File: src/rtl/adpll_cfg_bank_if.sv
// adpll_cfg_bank_if: pad strobes, write/readback bus and status of the ADPLL
// configuration bank. The pad program strobe is carried on 'prog' because
// 'program' is a reserved word in SystemVerilog.
interface adpll_cfg_bank_if #(
  parameter int DW     = 5,
  parameter int NPARAM = 6,
  parameter int SELW   = 3
);
  logic                 prog;        // pad program strobe, rising edge writes shadow
  logic                 commit;      // pad commit strobe, rising edge arms the copy
  logic [SELW-1:0]      param_sel;   // write target index
  logic [DW-1:0]        pgm_value;   // write data
  logic                 sync_tick;   // loop-safe update point, 1-cycle pulse
  logic                 err_clr;     // clears the sticky error flags
  logic [SELW-1:0]      rd_sel;      // shadow readback index
  logic [DW-1:0]        rd_data;     // shadow[rd_sel], 0 when out of range
  logic [NPARAM*DW-1:0] cfg_active;  // active bank, register i at [i*DW +: DW]
  logic                 cfg_busy;    // commit armed, waiting for tick/timeout
  logic                 cfg_done;    // pulse when a commit completes or aborts
  logic                 err_sel;     // sticky: write to a nonexistent register
  logic                 err_busy;    // sticky: write rejected while armed
  logic                 par_err;     // sticky: commit aborted on parity mismatch

  // Bench / pad side drives the strobes and indices, observes status.
  modport master (
    output prog, commit, param_sel, pgm_value, sync_tick, err_clr, rd_sel,
    input  rd_data, cfg_active, cfg_busy, cfg_done, err_sel, err_busy, par_err
  );

  // Configuration bank side.
  modport slave (
    input  prog, commit, param_sel, pgm_value, sync_tick, err_clr, rd_sel,
    output rd_data, cfg_active, cfg_busy, cfg_done, err_sel, err_busy, par_err
  );
endinterface

File: src/rtl/adpll_cfg_bank.sv
// adpll_cfg_bank: clock-synchronous shadow/active configuration bank for the
// ADPLL core (ndiv, alpha, beta, dco_offset, dco_thresh, kdco).
// Pad strobes are synchronised and edge-detected; program edges write the
// shadow bank, a commit edge arms a single-cycle shadow->active copy that
// fires on sync_tick or after a 2**TMO_W-1 cycle timeout.
// Optional feature macro: ADPLL_CFG_PARITY_EN -- stores an even-parity bit per
// shadow register and aborts the copy (setting par_err) on any mismatch.
module adpll_cfg_bank #(
  parameter int DW     = 5,
  parameter int NPARAM = 6,
  parameter int SELW   = 3,
  parameter int TMO_W  = 8
) (
  input logic             clk,
  input logic             clr,
  adpll_cfg_bank_if.slave bus
);

  // Index bound widened by one bit so the comparison never truncates NPARAM.
  localparam logic [SELW:0]    NPARAM_C = (SELW+1)'(NPARAM);
  // Last counter value before the timeout expires; the armed phase lasts
  // exactly 2**TMO_W-1 cycles (counter values 0 .. 2**TMO_W-2).
  localparam logic [TMO_W-1:0] TMO_LAST = TMO_W'(2**TMO_W - 2);
  localparam logic [TMO_W-1:0] TMO_SAT  = {TMO_W{1'b1}};

  typedef enum logic [1:0] {
    S_IDLE = 2'd0,
    S_ARM  = 2'd1,
    S_COPY = 2'd2
  } state_t;

  // Even parity of one register: the stored bit makes the total count of ones even.
  function automatic logic even_par(input logic [DW-1:0] d);
    return ^d;
  endfunction

  state_t               state;
  logic [TMO_W-1:0]     tmo_cnt;
  logic                 busy_r;
  logic                 done_r;
  logic                 err_sel_r;
  logic                 err_busy_r;
  logic [NPARAM*DW-1:0] shadow;
  logic [NPARAM*DW-1:0] active;

  logic prog_p0, prog_p1, prog_p2;
  logic com_p0, com_p1, com_p2;
  logic prog_edge, com_edge;
  logic sel_ok;
  logic wr_en;
  logic sel_err_now;
  logic busy_err_now;
  logic par_ok;
  logic [DW-1:0] rd_mux;

  // Two-flop synchronisers on the pad strobes plus one flop for edge detection.
  always_ff @(posedge clk or posedge clr) begin
    if (clr) begin
      prog_p0 <= 1'b0;
      prog_p1 <= 1'b0;
      prog_p2 <= 1'b0;
      com_p0  <= 1'b0;
      com_p1  <= 1'b0;
      com_p2  <= 1'b0;
    end else begin
      prog_p0 <= bus.prog;
      prog_p1 <= prog_p0;
      prog_p2 <= prog_p1;
      com_p0  <= bus.commit;
      com_p1  <= com_p0;
      com_p2  <= com_p1;
    end
  end

  // A held-high strobe yields a single edge; the action lands on the third clk.
  assign prog_edge = prog_p1 & ~prog_p2;
  assign com_edge  = com_p1 & ~com_p2;

  assign sel_ok       = ({1'b0, bus.param_sel} < NPARAM_C);
  // Writes are accepted whenever no commit is pending; a write in the COPY
  // cycle lands in shadow after the copy has taken the previous contents.
  assign wr_en        = prog_edge & sel_ok & (state != S_ARM);
  assign sel_err_now  = prog_edge & ~sel_ok & (state != S_ARM);
  assign busy_err_now = prog_edge & (state == S_ARM);

  // Shadow bank write port.
  always_ff @(posedge clk or posedge clr) begin
    if (clr) begin
      shadow <= '0;
    end else if (wr_en) begin
      for (int i = 0; i < NPARAM; i++) begin
        if (bus.param_sel == SELW'(i)) begin
          shadow[i*DW +: DW] <= bus.pgm_value;
        end
      end
    end
  end

`ifdef ADPLL_CFG_PARITY_EN
  logic [NPARAM-1:0] shadow_par;
  logic              par_err_r;

  // Parity bits are written alongside the shadow data; reset value 0 matches 0 data.
  always_ff @(posedge clk or posedge clr) begin
    if (clr) begin
      shadow_par <= '0;
    end else if (wr_en) begin
      for (int i = 0; i < NPARAM; i++) begin
        if (bus.param_sel == SELW'(i)) begin
          shadow_par[i] <= even_par(bus.pgm_value);
        end
      end
    end
  end

  // Recheck every stored parity; a single mismatch blocks the whole copy.
  always_comb begin
    par_ok = 1'b1;
    for (int i = 0; i < NPARAM; i++) begin
      if (even_par(shadow[i*DW +: DW]) != shadow_par[i]) begin
        par_ok = 1'b0;
      end
    end
  end

  // Sticky parity abort flag; a new abort in the err_clr cycle keeps it set.
  always_ff @(posedge clk or posedge clr) begin
    if (clr) begin
      par_err_r <= 1'b0;
    end else begin
      par_err_r <= (par_err_r & ~bus.err_clr) | ((state == S_COPY) & ~par_ok);
    end
  end

  assign bus.par_err = par_err_r;
`else
  assign par_ok      = 1'b1;
  assign bus.par_err = 1'b0;
`endif

  // Commit sequencer: IDLE -> ARM on commit edge, ARM -> COPY on tick/timeout,
  // COPY transfers the whole bank in one edge and returns to IDLE.
  always_ff @(posedge clk or posedge clr) begin
    if (clr) begin
      state   <= S_IDLE;
      tmo_cnt <= '0;
      busy_r  <= 1'b0;
      done_r  <= 1'b0;
      active  <= '0;
    end else begin
      done_r <= 1'b0;
      case (state)
        S_IDLE: begin
          if (com_edge) begin
            state   <= S_ARM;
            tmo_cnt <= '0;
            busy_r  <= 1'b1;
          end
        end
        S_ARM: begin
          if (bus.sync_tick || (tmo_cnt == TMO_LAST)) begin
            state  <= S_COPY;
            busy_r <= 1'b0;
            done_r <= 1'b1;
          end else if (tmo_cnt != TMO_SAT) begin
            tmo_cnt <= tmo_cnt + 1'b1;
          end
        end
        S_COPY: begin
          if (par_ok) begin
            active <= shadow;
          end
          state <= S_IDLE;
        end
        default: begin
          state  <= S_IDLE;
          busy_r <= 1'b0;
        end
      endcase
    end
  end

  // Sticky write-error flags; a new error in the err_clr cycle keeps the flag set.
  always_ff @(posedge clk or posedge clr) begin
    if (clr) begin
      err_sel_r  <= 1'b0;
      err_busy_r <= 1'b0;
    end else begin
      err_sel_r  <= (err_sel_r  & ~bus.err_clr) | sel_err_now;
      err_busy_r <= (err_busy_r & ~bus.err_clr) | busy_err_now;
    end
  end

  // Combinational shadow readback, independent of the commit sequencer.
  always_comb begin
    rd_mux = '0;
    for (int i = 0; i < NPARAM; i++) begin
      if (bus.rd_sel == SELW'(i)) begin
        rd_mux = shadow[i*DW +: DW];
      end
    end
  end

  assign bus.rd_data    = rd_mux;
  assign bus.cfg_active = active;
  assign bus.cfg_busy   = busy_r;
  assign bus.cfg_done   = done_r;
  assign bus.err_sel    = err_sel_r;
  assign bus.err_busy   = err_busy_r;

endmodule

File: src/flat_wrapper.sv
// flat-port wrapper written by rule: the top's interface ports become plain ports
module adpll_cfg_bank_flat 
#(
  parameter int DW     = 5,
  parameter int NPARAM = 6,
  parameter int SELW   = 3,
  parameter int TMO_W  = 8
)
  (clk, clr, bus_prog, bus_commit, bus_param_sel, bus_pgm_value, bus_sync_tick, bus_err_clr, bus_rd_sel, bus_rd_data, bus_cfg_active, bus_cfg_busy, bus_cfg_done, bus_err_sel, bus_err_busy, bus_par_err);
  adpll_cfg_bank_if #(.DW(DW), .NPARAM(NPARAM), .SELW(SELW)) bus_i ();
  input logic clk;
  input logic clr;
  input wire logic [$bits(bus_i.prog)-1:0] bus_prog;
  input wire logic [$bits(bus_i.commit)-1:0] bus_commit;
  input wire logic [$bits(bus_i.param_sel)-1:0] bus_param_sel;
  input wire logic [$bits(bus_i.pgm_value)-1:0] bus_pgm_value;
  input wire logic [$bits(bus_i.sync_tick)-1:0] bus_sync_tick;
  input wire logic [$bits(bus_i.err_clr)-1:0] bus_err_clr;
  input wire logic [$bits(bus_i.rd_sel)-1:0] bus_rd_sel;
  output wire logic [$bits(bus_i.rd_data)-1:0] bus_rd_data;
  output wire logic [$bits(bus_i.cfg_active)-1:0] bus_cfg_active;
  output wire logic [$bits(bus_i.cfg_busy)-1:0] bus_cfg_busy;
  output wire logic [$bits(bus_i.cfg_done)-1:0] bus_cfg_done;
  output wire logic [$bits(bus_i.err_sel)-1:0] bus_err_sel;
  output wire logic [$bits(bus_i.err_busy)-1:0] bus_err_busy;
  output wire logic [$bits(bus_i.par_err)-1:0] bus_par_err;
  assign bus_i.prog = bus_prog;
  assign bus_i.commit = bus_commit;
  assign bus_i.param_sel = bus_param_sel;
  assign bus_i.pgm_value = bus_pgm_value;
  assign bus_i.sync_tick = bus_sync_tick;
  assign bus_i.err_clr = bus_err_clr;
  assign bus_i.rd_sel = bus_rd_sel;
  assign bus_rd_data = bus_i.rd_data;
  assign bus_cfg_active = bus_i.cfg_active;
  assign bus_cfg_busy = bus_i.cfg_busy;
  assign bus_cfg_done = bus_i.cfg_done;
  assign bus_err_sel = bus_i.err_sel;
  assign bus_err_busy = bus_i.err_busy;
  assign bus_par_err = bus_i.par_err;
  adpll_cfg_bank #(.DW(DW), .NPARAM(NPARAM), .SELW(SELW), .TMO_W(TMO_W)) u_core (.clk(clk), .clr(clr), .bus(bus_i));
endmodule
File: config.mk
export PLATFORM = sky130hd
export DESIGN_NAME = adpll_cfg_bank_flat
export DESIGN_NICKNAME = d
export VERILOG_FILES = /design/src/rtl/adpll_cfg_bank_if.sv /design/src/rtl/adpll_cfg_bank.sv /design/src/flat_wrapper.sv
export SDC_FILE = /design/constraint.sdc
export NUM_CORES = 1
export LEC_CHECK = 0
export CAP_MARGIN = 5
export CORE_ASPECT_RATIO = 1.25
export CORE_MARGIN = 2
export CORE_UTILIZATION = 59
export CTS_BUF_LIST = sky130_fd_sc_hd__clkbuf_8
export CTS_CLUSTER_SIZE = 10
export DETAILED_ROUTE_END_ITERATION = 16
export PLACE_DENSITY_LB_ADDON = 0.1
export SLEW_MARGIN = 20
export SYNTH_ARGS = -nofsm -noshare
export SYNTH_HDL_FRONTEND = slang
export SYNTH_SLANG_ARGS = --single-unit
File: constraint.sdc
create_clock -name clk -period 6.7 [get_ports clk]
set_input_delay 1.34 -clock clk [delete_from_list [all_inputs] [get_ports clk]]
set_output_delay 1.34 -clock clk [all_outputs]
set_load 0.01 [all_outputs]
* After elaboration in Yosys (flattened, before gate mapping) *
Index checks and enable logic that the tools add are counted.

cells by class
  add/sub/neg operators = 1
  $lt $le $gt $ge = 1
  eq/ne operators = 19
  multiplexer cells = 18
  bitwise gates (word level) = 16
  reduce and logical (&&, ||, !) cells = 14

operator list
  cell                                                              number
  5-bit two-way mux                                                 6
  8-bit two-way mux                                                 3
  8-bit one-hot mux with 2 select lines                             1
  2-bit AND reduction                                               7
  3-bit by 2-bit == test with 1-bit output (second input constant)  4
  3-bit == test (second input constant)                             4
  1-bit bitwise AND                                                 9
  8-bit by 1-bit adder with 8-bit output (second input constant)    1
  8-bit == test (second input constant)                             1
  8-bit != test (second input constant)                             1
  3-bit by 1-bit == test with 1-bit output (second input constant)  2
  3-bit zero test                                                   2
  2-bit != test (second input constant)                             3
  1-bit inverter                                                    5
  1-bit two-way mux                                                 4
  2-bit two-way mux                                                 2
  2-bit by 1-bit != test with 1-bit output (second input constant)  2
  2-bit one-hot mux with 2 select lines                             1
  4-bit AND reduction                                               1
  3-bit < comparator (second input constant)                        1
  1-bit one-hot mux with 3 select lines                             1
  3-bit AND reduction                                               1
  2-bit by 1-bit == test with 1-bit output (second input constant)  1
  2-bit == test (second input constant)                             1
  4 further kinds                                                   5

word-level totals
  register bits = 80
  input port bits = 17
  word-level logic and storage cells = 88

* Logic depth before layout (Yosys ltp) *
Gate-level depths: netlist of the first run.

  word-level depth = 7
  gate-level depth with buffers = 6

* Least setup slack after synthesis of the first run *
Ideal clock, no wire load.

  kind = input to output
  start point = in bus_rd_sel[0]
  end point = out bus_rd_data[0]
  arrival = 2408 ps
  path slack = 2952 ps
  cell stages on the path = 4
  buffers on the path = 2
  cells stage by stage = clkbuf_1 -> buf_1 -> a31oi_1 -> o221ai_1

between the ends
  cells in the longest elaborated chain, start to end = 7
  elaborated cells between the ends (all ways) = 12
  those cells by class = 5 x eq/ne; 6 x mux; 1 x reduce/logical

RTL lines
  item                             line                   text
  start, declared                  flat_wrapper.sv:19     input wire logic [$bits(bus_i.rd_sel)-1:0] bus_rd_sel;
  3-bit zero test                  adpll_cfg_bank.sv:198  if (bus.rd_sel == SELW'(i)) begin
  5-bit two-way mux (5 in series)  adpll_cfg_bank.sv:198
  5-bit two-way mux *              adpll_cfg_bank.sv:198
  end, declared                    flat_wrapper.sv:20     output wire logic [$bits(bus_i.rd_data)-1:0] bus_rd_data;

Every way passes the cells marked *; elsewhere a longest branch is shown, timed or not.

* Final worst setup path of the first run *
  start point = in bus_rd_sel[0]
  end point = out bus_rd_data[3]

Same word-level chain as after synthesis.

==> results.sh, run 1 <==
export IMPL_ys_warn_count=0
export IMPL_vias=2132
export IMPL_met2_length_um=3380
export IMPL_drc=0
export IMPL_die_area_um2=6330
export IMPL_overflow=0
export IMPL_rows=30
export IMPL_slowest_stage="clkdlybuf4s50_1"
export IMPL_gp_congestion=0.821
export IMPL_grt_pass1_vias=2144
export IMPL_root_buffer="clkbuf_8"
export IMPL_final_fill_count=369
export IMPL_coreArea_um2=5480
export IMPL_drv_slew=0
export IMPL_clockBufferDepth=2
export IMPL_clkSlewWorstSetupHoldPaths_ns=0.07
export IMPL_total_power_w=0.00157
export IMPL_drt_iter0_drc=184
export IMPL_wl_met3_um=318
export IMPL_grt_max_degree=81
export IMPL_die_w_um=71.5
export IMPL_dpl_hpwl_um=4600
export IMPL_final_nets=322
export IMPL_setup_viol=0
export IMPL_h_tree_depth=3
export IMPL_io_buffers=55
export IMPL_fin_crit_ns=4.81
export IMPL_viasPerCell=5.75
export IMPL_cpPeakStageDelay_ns=0.93
export IMPL_wire_per_inst_um=17.4
export IMPL_fin_crit_sh_pct=71.7
export IMPL_dpl_worst_slack_ns=1.89
export IMPL_synth_common_cells="dfrtp_1, mux2_2, mux2i_1"
export IMPL_insertion_delay_ns=0.34
export IMPL_ant_nets=0
export IMPL_synthCells=244
export IMPL_die_h_um=88.4
export IMPL_drive_gt1_share_pct=26.4
export IMPL_crit_fanout=15
export IMPL_ios=57
export IMPL_synth_top_area_share_pct=59.5
export IMPL_path_class="input port to primary output"
export IMPL_syn_cell_area_um2=3360
export IMPL_cp_common_cell="clkdlybuf4s50_1"
export IMPL_fmax_mhz=208
export IMPL_cts_sinks=80
export IMPL_grt_use_total_pct=22.3
export IMPL_crit_chain="clkdlybuf4s50_1, mux4_2, inv_1, o22ai_1, clkdlybuf4s50_1"
export IMPL_grt_pass1_wl_um=10700
export IMPL_first_pass_iters=4
export IMPL_cts_tree="yes"
export IMPL_synth_top_area_cell="dfrtp_1"
export IMPL_seq_area_frac_synth_pct=59.5
export IMPL_slew_limit_headroom_pct=52.4
export IMPL_worst_ep_required_time_ns=5.36
export IMPL_end_kind="primary output"
export IMPL_placed_area_um2=3970
export IMPL_routed_wl_um=6460
export IMPL_synth_top_flop_cell="dfrtp_1"
export IMPL_grt_setup_unrepaired="no"
export IMPL_fin_tns_setup_ns=0
export IMPL_leakage_nw=1.87
export IMPL_post_cts_buffers=0
export IMPL_yosys_top_cells_area="dfrtp_1, mux2_2, mux2i_1"
export IMPL_wl_met1_um=2680
export IMPL_postSynthAreaPerCell_um2=13.8
export IMPL_arrival_ns=3.47
export IMPL_ctsResizeCount=0
export IMPL_cts_buffers=9
export IMPL_tightest_slew_ns=0.712
export IMPL_antennaDiodeCount=0
export IMPL_whs_ns=0.352
export IMPL_highest_layer="met4"
export IMPL_ys_types=39
export IMPL_design_area_um2=4180
export IMPL_synth_edf_count=0
export IMPL_cp_start_kind="input port"
export IMPL_drv_cap=0
export IMPL_async_flop_share_pct=100
export IMPL_powerDensity_nw_per_um2=376
export IMPL_syn_num_nets=263
export IMPL_yosys_cell_count_top_type="dfrtp_1"
export IMPL_hold_violations=0
export IMPL_outcome="finished, final reports clean"
export IMPL_antenna_found_initial=0
export IMPL_area_growth_pct=24.1
export IMPL_hold_class="flop to flop"
export IMPL_start_util_pct=61.4
export IMPL_peakVddDrop_v=0.000214
export IMPL_cts_hold_buf=0
export IMPL_skew_ns=0.00711
export IMPL_ys_ff_latch=80
export IMPL_postLayoutSetupSlackWorst_ns=1.89
-- cell usage in the layout (no fill, tap or decap), types with 2 or more instances in the layout --
cell type,count
ha_1,2
a21oi_1,5
clkinv_2,2
mux2i_1,11
nand2b_1,2
nor2_1,8
nor3_2,2
nor3b_1,2
inv_1,9
o22ai_1,3
o31ai_1,2
nand3_1,7
clkdlybuf4s50_1,55
bufinv_16,2
dfrtp_1,80
or3_1,5
mux2_2,55
o221ai_1,4
nand2_1,10
mux2_4,5
o21ai_0,3
clkbuf_8,9
a31oi_1,4
and3_1,2
-- per-stage QoR --
stage / util [%] / cells
finish: 76.2 / 371
global route: 76.2 / 371
CTS: 76.0 / 371
detailed placement: 72.4 / 356
global placement: 72.4 / 356
floorplan: - / 244
-- cells by family after synthesis --
family / Yosys count / synth area share, %
AO/OA/AOI/OAI: 23 / 4.54
XOR/XNOR: 2 / 0.521
adder cells (fa/ha/maj): 2 / 0.744
buffers and inverters: 17 / 2.23
flip-flops: 80 / 59.5
multiplexers: 72 / 24.6
other: 1 / 0.111
AND/OR/NAND/NOR: 47 / 7.77
-- per-layer routing --
layer,track usage (%),vias up
met5,0,-
met2,38.0,59
met3,3.42,8
li1,-,990
met1,28.7,1075
met4,9.26,0
-- area by class of cell --
cell class	instances	area (µm²)	area share, %
Sequential cell	80	2000	47.9
Timing Repair Buffer	57	569	13.6
Clock buffer	9	124	2.97
Tap cell	64	80.1	1.92
Clock inverter	6	77.6	1.86
Inverter	8	30.0	0.719
Multi-Input combinational cell	147	1290	31.0
-- registers in the layout, indices dropped and copies added, names as in the netlist --
signal	count
u_core.bus.cfg_active	30
u_core.shadow	30
u_core.tmo_cnt	8
u_core.state	2
u_core.bus.cfg_busy	1
u_core.bus.cfg_done	1
u_core.bus.err_busy	1
u_core.bus.err_sel	1
u_core.com_p0	1
u_core.com_p1	1
u_core.com_p2	1
u_core.prog_p0	1
u_core.prog_p1	1
u_core.prog_p2	1
-- critical path: cells and delay by family --
family	cells	cell delay, ns
AOI/OAI and AO/OA	1	0.06
muxes	1	0.58
buffers and inverters	3	1.48
-- final timing paths --
path                            slack, ns            start                 end  depth (start not counted)
worst min register to register       0.35   u_core.prog_p0      u_core.prog_p1                          0
worst max-delay path                 1.89    bus_rd_sel[0]      bus_rd_data[3]                          5
worst max register to register       4.74  u_core.state[0]   u_core.shadow[23]                          4
worst min-delay path                 0.35   u_core.prog_p0      u_core.prog_p1                          0
min in group asynchronous            1.51              clr  u_core.bus.err_sel                          3
max in group asynchronous            4.71              clr    u_core.shadow[8]                          3
-- power breakdown --
group	total (W)	internal [W]	leakage, nW	switching (W)
clock	0.000366	0.000204	0.111	0.000162
sequential	0.000731	0.000631	1.01	0.000101
combinational	0.000472	0.000307	0.754	0.000165
Note: power is estimated with default switching activity, not from simulation.
==> inputs of run 2 (changes only) <==
CORE_UTILIZATION = 55   (was 59)
clock period = 4.6 ns   (was 6.7 ns; I/O delays follow)
==> results.sh, run 2 (synthesized netlist as in run 1, its figures left out) <==
export IMPL_outcome="finished, final reports clean"
export IMPL_slowest_stage="clkdlybuf4s50_1"
export IMPL_start_util_pct=57.4
export IMPL_crit_chain="clkdlybuf4s50_1, mux4_2, inv_1, o22ai_1, clkdlybuf4s50_1"
export IMPL_ant_nets=0
export IMPL_cts_tree="yes"
export IMPL_coreArea_um2=5860
export IMPL_path_class="input port to primary output"
export IMPL_die_area_um2=6760
export IMPL_ctsResizeCount=0
export IMPL_p_comb_share_pct=29.5
export IMPL_setup_viol=0
export IMPL_drc=0
export IMPL_peakVddDrop_v=0.000373
export IMPL_seqPwrFrac_pct=45.6
export IMPL_cp_common_cell="clkdlybuf4s50_1"
export IMPL_gp_congestion=0.795
export IMPL_switchingPower_w=0.000641
export IMPL_drive_gt1_share_pct=27.3
export IMPL_cpPeakStageDelay_ns=0.96
export IMPL_final_nets=322
export IMPL_gr_usage_met1_pct=26.2
export IMPL_area_growth_pct=25.6
export IMPL_die_h_um=91.4
export IMPL_hold_violations=0
export IMPL_io_buffers=55
export IMPL_mostFrequentLayoutCell="dfrtp_1"
export IMPL_cts_buffers=9
export IMPL_worst_ep_required_time_ns=3.68
export IMPL_tightest_slew_ns=0.755
export IMPL_routed_wl_um=6550
export IMPL_grt_use_total_pct=21.2
export IMPL_final_fill_count=424
export IMPL_hold_class="flop to flop"
export IMPL_clkSlewWorstSetupHoldPaths_ns=0.08
export IMPL_root_buffer="clkbuf_8"
export IMPL_antenna_found_initial=0
export IMPL_top_usage_layer="met2"
export IMPL_rows=31
export IMPL_dpl_hpwl_um=4660
export IMPL_power_switching_share_pct=27.5
export IMPL_leakage_nw=1.88
export IMPL_insertion_delay_ns=0.36
export IMPL_clockBufferDepth=2
export IMPL_first_pass_iters=4
export IMPL_globalRouteMet2Util_pct=33.3
export IMPL_overflow=0
export IMPL_arrival_ns=3.10
export IMPL_skew_ns=0.00718
export IMPL_grt_setup_unrepaired="no"
export IMPL_grt_max_degree=81
export IMPL_grt_use_met3_pct=4.66
export IMPL_drt_iter0_drc=147
export IMPL_drv_slew=0
export IMPL_grt_pass1_wl_um=10500
export IMPL_fin_util_pct=72.2
export IMPL_internal_power_w=0.00169
export IMPL_viasPerCell=5.46
export IMPL_grt_pass1_vias=2084
export IMPL_die_w_um=74.0
export IMPL_clockPowerShare_pct=24.9
export IMPL_antennaDiodeCount=0
export IMPL_cp_start_kind="input port"
export IMPL_end_kind="primary output"
export IMPL_drv_cap=0
export IMPL_slew_limit_headroom_pct=49.5
export IMPL_cts_sinks=80
export IMPL_vias=2129
export IMPL_powerDensity_nw_per_um2=551
export IMPL_fin_crit_sh_pct=87.3
export IMPL_wire_per_inst_um=16.8
export IMPL_crit_fanout=15
export IMPL_h_tree_depth=3
export IMPL_ios=57
export IMPL_fin_tns_setup_ns=0
export IMPL_cts_hold_buf=0
export IMPL_final_cell_mix="dfrtp_1, mux2_2, clkdlybuf4s50_1"
export IMPL_fin_crit_ns=4.02
export IMPL_fmax_mhz=249
export IMPL_post_cts_buffers=0
run 2: cell type report:
cell class	count	area [µm²]	area share (%)
Sequential cell	80	2000	47.4
Multi-Input combinational cell	147	1290	30.6
Timing Repair Buffer	57	569	13.5
Clock buffer	10	138	3.26
Tap cell	82	103	2.43
Clock inverter	6	91.3	2.16
Inverter	8	30.0	0.710
run 2: stage by stage:
step | total power [W] | area, µm² | hold WS, ns | setup WS, ns | std cells
6_report | 0.00233 | 4230 | 0.352 | 0.583 | 390
4_1_cts | 0.00236 | 4220 | 0.356 | 0.586 | 390
2_1_floorplan | 0.00138 | 3360 | 0.331 | 1.63 | 244
5_1_grt | 0.00245 | 4230 | 0.361 | 0.447 | 390
3_5_place_dp | 0.00177 | 3990 | 0.337 | 0.580 | 374
3_3_place_gp | 0.00176 | 3990 | 0.334 | 0.649 | 374
run 2: final timing paths:
| path | cells after the start | slack (ns) | start | to |
|---|---|---|---|---|
| worst max register to register | 4 | 2.63 | u_core.state[0] | u_core.shadow[24] |
| worst min register to register | 0 | 0.35 | u_core.prog_p0 | u_core.prog_p1 |
| worst min-delay path | 0 | 0.35 | u_core.prog_p0 | u_core.prog_p1 |
| worst max-delay path | 5 | 0.58 | bus_rd_sel[0] | bus_rd_data[3] |
| min in group asynchronous | 3 | 1.06 | clr | u_core.prog_p0 |
| max in group asynchronous | 3 | 3.07 | clr | u_core.bus.cfg_active[8] |
run 2: worst max-delay path: cells and delay by family:
| family | cells | cell delay, ns |
|---|---|---|
| muxes | 1 | 0.60 |
| buffers and inverters | 3 | 1.51 |
| AOI/OAI and AO/OA | 1 | 0.07 |
run 2: power groups by stage:
stage / sequential (W) / combinational (W) / clock (W)
after floorplan: 0.00110 / 0.000279 / 0
after global placement: 0.00107 / 0.000684 / 0
after detailed placement: 0.00108 / 0.000695 / 0
after CTS: 0.00106 / 0.000698 / 0.000594
after global routing: 0.00109 / 0.000742 / 0.000619
final: 0.00106 / 0.000688 / 0.000579
run 2: metal layers:
layer  routed length (µm)  vias to the layer above
li1                     -                     1002
met1                 2690                     1050
met2                 3330                       57
met3                  284                       20
met4                  242                        0
met5                    0                        -
